===== src/rtl/prescaler_tick_gen.sv =====
// prescaler_tick_gen
// Turns one runtime-selectable bit of a free-running prescaler count into a
// single-cycle enable strobe. A new tap is requested with a valid/ready
// handshake. It takes over only when both the old and new taps are at a
// common wrap point, so no tick is lost, doubled or glitched.
//
// Ports
//   clk         system clock (shared with the upstream prescaler)
//   reset       synchronous, active-high
//   prescaler   count vector from clock_prescaler
//   sel_in      requested tap index (clamped to WIDTH-1)
//   sel_valid   request valid; accepted when sel_valid && sel_ready
//   sel_ready   high while no request is pending
//   sel_active  tap currently driving tick
//   tick        one-cycle strobe on a rising edge of prescaler[sel_active]
//   tick_count  emitted ticks modulo 2**CNTW
module prescaler_tick_gen #(
   parameter int unsigned WIDTH = 32,
   parameter int unsigned SELW  = 5,
   parameter int unsigned CNTW  = 16
) (
   input  logic             clk,
   input  logic             reset,
   input  logic [WIDTH-1:0] prescaler,
   input  logic [SELW-1:0]  sel_in,
   input  logic             sel_valid,
   output logic             sel_ready,
   output logic [SELW-1:0]  sel_active,
   output logic             tick,
   output logic [CNTW-1:0]  tick_count
);

   localparam logic [0:0]  IDLE    = 1'b0;
   localparam logic [0:0]  PENDING = 1'b1;
   localparam int unsigned MAX_SEL = WIDTH - 1;

   logic [0:0]      state;
   logic [0:0]      state_nxt;
   logic [SELW-1:0] pend;
   logic [SELW-1:0] pend_nxt;
   logic            prev_bit;

   logic            tap_bit_c;
   logic [SELW-1:0] req_c;
   logic [SELW-1:0] hi_c;
   logic            wrap_c;
   logic            switch_c;

   // Current tap value, clamped request and the higher of the two taps.
   always_comb begin
      tap_bit_c = prescaler[sel_active];
      req_c     = (32'(sel_in) > MAX_SEL) ? SELW'(MAX_SEL) : sel_in;
      hi_c      = (sel_active > pend) ? sel_active : pend;
   end

   // Wrap point: every prescaler bit up to and including hi_c is zero.
   always_comb begin
      wrap_c = 1'b1;
      for (int i = 0; i < int'(WIDTH); i++) begin
         if ((i <= int'(hi_c)) && prescaler[i]) begin
            wrap_c = 1'b0;
         end
      end
   end

   // Next-state logic for the tap-select handshake.
   always_comb begin
      state_nxt = state;
      pend_nxt  = pend;
      switch_c  = 1'b0;
      case (state)
         IDLE: begin
            if (sel_valid) begin
               pend_nxt  = req_c;
               state_nxt = PENDING;
            end
         end
         PENDING: begin
            if (wrap_c) begin
               switch_c  = 1'b1;
               state_nxt = IDLE;
            end
         end
         default: state_nxt = IDLE;
      endcase
   end

   // FSM state register; sel_ready mirrors the next state so it is high in IDLE.
   always_ff @(posedge clk) begin
      if (reset) begin
         state     <= IDLE;
         pend      <= '0;
         sel_ready <= 1'b1;
      end else begin
         state     <= state_nxt;
         pend      <= pend_nxt;
         sel_ready <= (state_nxt == IDLE);
      end
   end

   // Edge detect, tap switch and tick counter.
   always_ff @(posedge clk) begin
      if (reset) begin
         sel_active <= '0;
         prev_bit   <= 1'b0;
         tick       <= 1'b0;
         tick_count <= '0;
      end else begin
         tick       <= !prev_bit && tap_bit_c;
         tick_count <= tick_count + CNTW'(tick);
         if (switch_c) begin
            // Both taps are low here, so clearing prev_bit cannot fake an edge.
            sel_active <= pend;
            prev_bit   <= 1'b0;
         end else begin
            prev_bit   <= tap_bit_c;
         end
      end
   end

endmodule


===== config.mk =====
export PLATFORM = sky130hd
export DESIGN_NAME = prescaler_tick_gen
export DESIGN_NICKNAME = d
export VERILOG_FILES = /design/src/rtl/prescaler_tick_gen.sv
export SDC_FILE = /design/constraint.sdc
export NUM_CORES = 1
export LEC_CHECK = 0
export CAP_MARGIN = 10
export CORE_ASPECT_RATIO = 2
export CORE_MARGIN = 2
export CORE_UTILIZATION = 51
export DETAILED_ROUTE_END_ITERATION = 16
export PLACE_DENSITY = 0.81
export SLEW_MARGIN = 40
export SYNTH_ARGS = -nofsm -noshare
export SYNTH_HDL_FRONTEND = slang
export SYNTH_SLANG_ARGS = --single-unit

===== constraint.sdc =====
create_clock -name clk -period 4.07 [get_ports clk]
set_input_delay 0.814 -clock clk [delete_from_list [all_inputs] [get_ports clk]]
set_output_delay 0.814 -clock clk [all_outputs]
set_load 0.02 [all_outputs]

==> impl_metrics.tcl <==
set metrics [dict create \
    antenna_cells 0 \
    tightest_slew_ps 680 \
    ys_types 70 \
    place_ws_ps 550 \
    ant_nets 0 \
    power_frac_comb_pct 36.1 \
    worst_ep_required_time_ps 4270 \
    layout.cells.non_filler 443 \
    fin_crit_sh_pct 85.5 \
    die_h_um 108 \
    hold_path.class "reg -> reg" \
    switchingPower_mw 0.270 \
    h-tree-depth 2 \
    grt_start_max_net_pins 35 \
    ys_ff_latch 30 \
    drive_gt1_share_pct 12.3 \
    finalHoldViolCount 0 \
    clockBufferDepth 2 \
    crit_path_start_kind "register" \
    core_um2 5330 \
    num_rows 38 \
    final.setup_skew_ps 2.54 \
    cts.sinks 30 \
    drc 0 \
    drt-pass1-iter-count 5 \
    vdd.ir_drop.worst_uv 278 \
    setup_viol 0 \
    synth_area_um2 2770 \
    wl_per_cell_um 19.9 \
    ys_seq_area_share_pct 21.7 \
    status "finished clean" \
    slowest_delay_ps 520 \
    slew_viol_final 0 \
    clock_latency_ps 270 \
    maxUsedRoutingLayer "met4" \
    met3_length_um 786 \
    grt_usage_pct 29.3 \
    cp.arrival_ps 3680 \
    post_cts_buffers 0 \
    drt_iter0_drc 202 \
    nets 430 \
    place_hpwl_um 6660 \
    post-route-min-period_ps 3480 \
    critical_path_class "reg -> reg" \
    dpl-instance-area_um2 3400 \
    finalPower_mw 0.820 \
    dieArea_um2 6080 \
    wirelength_met1_um 3260 \
    port_buffers 62 \
    grt_pass1_vias 2953 \
    start_util_pct 52.1 \
    tns_ps 0 \
    path_clk_slew_ps 60 \
    area_delta_synth_final_pct 25.3 \
    slew_headroom_pct 54.6 \
    swShare_pct 32.9 \
    syn_inst 330 \
    synth_edf_count 0 \
    drt-vias-per-instance 6.68 \
    p_clk_share_pct 26.3 \
    yosysWarningCount 0 \
    synthArstFlopShare_pct 0 \
    fin_area_um2 3470 \
    die_w_um 56.2 \
    fin_util_pct 65.2 \
    syn_avg_cell_area_um2 8.41 \
    power_density_nw_per_um2 236 \
    ctsResizeCount 0 \
    intPower_mw 0.550 \
    pwr-share-seq_pct 37.6 \
    timing.max_cap.violations 0 \
    overflow 0 \
    hold-worst-slack_ps 393 \
    antenna_found_initial 0 \
    max_freq_mhz 287 \
    ios 63 \
    syn-num-nets 377 \
    synth_ff_type "dfxtp_1" \
    cts_root_buffer "clkbuf_8" \
    crit_fanout 14 \
    dp.cells 436 \
    finalWorstSetupSlack_ps 590 \
    cpMaxStageDelayCell "o21ai_2" \
    end_kind "register" \
    cts_made_buffers 5 \
    gp_congestion 0.930 \
    cts_tree "done" \
    num_vias 2959 \
    rsz0062_at_grt "false" \
    grt_pass1_wl_um 14200 \
    cp_cell_sequence "inv_1 > ha_1 > a21oi_1 > o21ai_4 > o21ai_2 > mux2_2 > a2111oi_4 > nor2_2 > nor4b_4 > buf_4 > mux2i_1" \
    cts_hold_buf 0 \
    wl_met2_um 4410 \
    power.leakage_nw 1.18 \
    routed_wl_um 8810 \
]
==> cells in the mapped netlist (10+ instances only) <==
master	instances	area [um2]
a21oi_1	17	85.1
clkbuf_1	15	56.3
dfxtp_1	30	601
inv_1	10	37.5
mux2i_1	16	160
mux4_2	10	225
nand2_1	19	71.3
nand2b_1	10	62.6
nand3_1	19	95.1
nor2_1	33	124
o21ai_0	11	55.1
xor2_1	12	105
==> final cells by class <==
type                            count  area, um2
Multi-Input combinational cell    264       2000
Inverter                           11       41.3
Clock buffer                        7       76.3
Tap cell                           60       75.1
Timing Repair Buffer               71        683
Sequential cell                    30        601
Fill cell                         464       1850
==> layer usage <==
layer / global-route usage [%] / vias to the layer above
met1: 36.7 / 1370
met3: 6.58 / 40
li1: - / 1358
met4: 14.5 / 0
met5: 0 / -
met2: 47.1 / 191
==> worst max-delay path: cells and delay by family (launching register included) <==
| family | cells | cell delay, ps |
|---|---|---|
| compound gates | 4 | 1440 |
| mux | 2 | 630 |
| simple gates | 2 | 360 |
| flops | 1 | 330 |
| fa+ha+maj | 1 | 330 |
| buf+inv | 2 | 310 |
==> logic make-up after synthesis <==
family          share of synthesized area, %
simple gates                            24.8
compound gates                          23.8
buf+inv                                 6.31
flops                                   21.7
mux                                     15.1
xor+xnor                                4.42
fa+ha+maj                               3.92
==> state kept, by name (all words and copies together), names as in the netlist <==
signal,cells
prev_bit,1
pend,5
tick,1
state,1
tick_count,16
sel_ready,1
sel_active,5
==> power groups by stage <==
stage | logic [mW] | registers, mW | clock network [mW]
after detailed placement | 0.290 | 0.315 | 0
after floorplan | 0.191 | 0.318 | 0
after global routing | 0.316 | 0.309 | 0.234
after CTS | 0.291 | 0.308 | 0.223
after global placement | 0.287 | 0.314 | 0
final | 0.296 | 0.309 | 0.215
==> final timing paths <==
check / startpoint / to / slack (ps) / cells after the start
min: prev_bit / tick / 390 / 1
max: pend[2] / sel_active[2] / 590 / 11
max reg2reg: pend[2] / sel_active[2] / 590 / 11
min reg2reg: prev_bit / tick / 390 / 1
==> layout by cell type (no fill, tap or decap), types with 3 or more instances in the layout <==
master	count
a2111oi_0	3
mux2_2	3
buf_4	9
a311o_1	4
clkdlybuf4s50_1	61
clkbuf_8	5
nand3_1	19
dfxtp_1	30
mux2i_1	16
ha_1	7
inv_1	10
o21ai_0	11
o22ai_1	4
and3_1	5
nand2_1	19
nor2b_1	4
o211ai_1	5
a211oi_1	3
a21oi_1	17
a22oi_1	6
nand4_1	6
o221ai_1	4
mux4_2	10
xor2_1	12
nand2b_1	10
nor2_1	33
nor3_1	7
and2_1	3
or3_1	4
No activity file was read; power rests on OpenSTA's default activity.
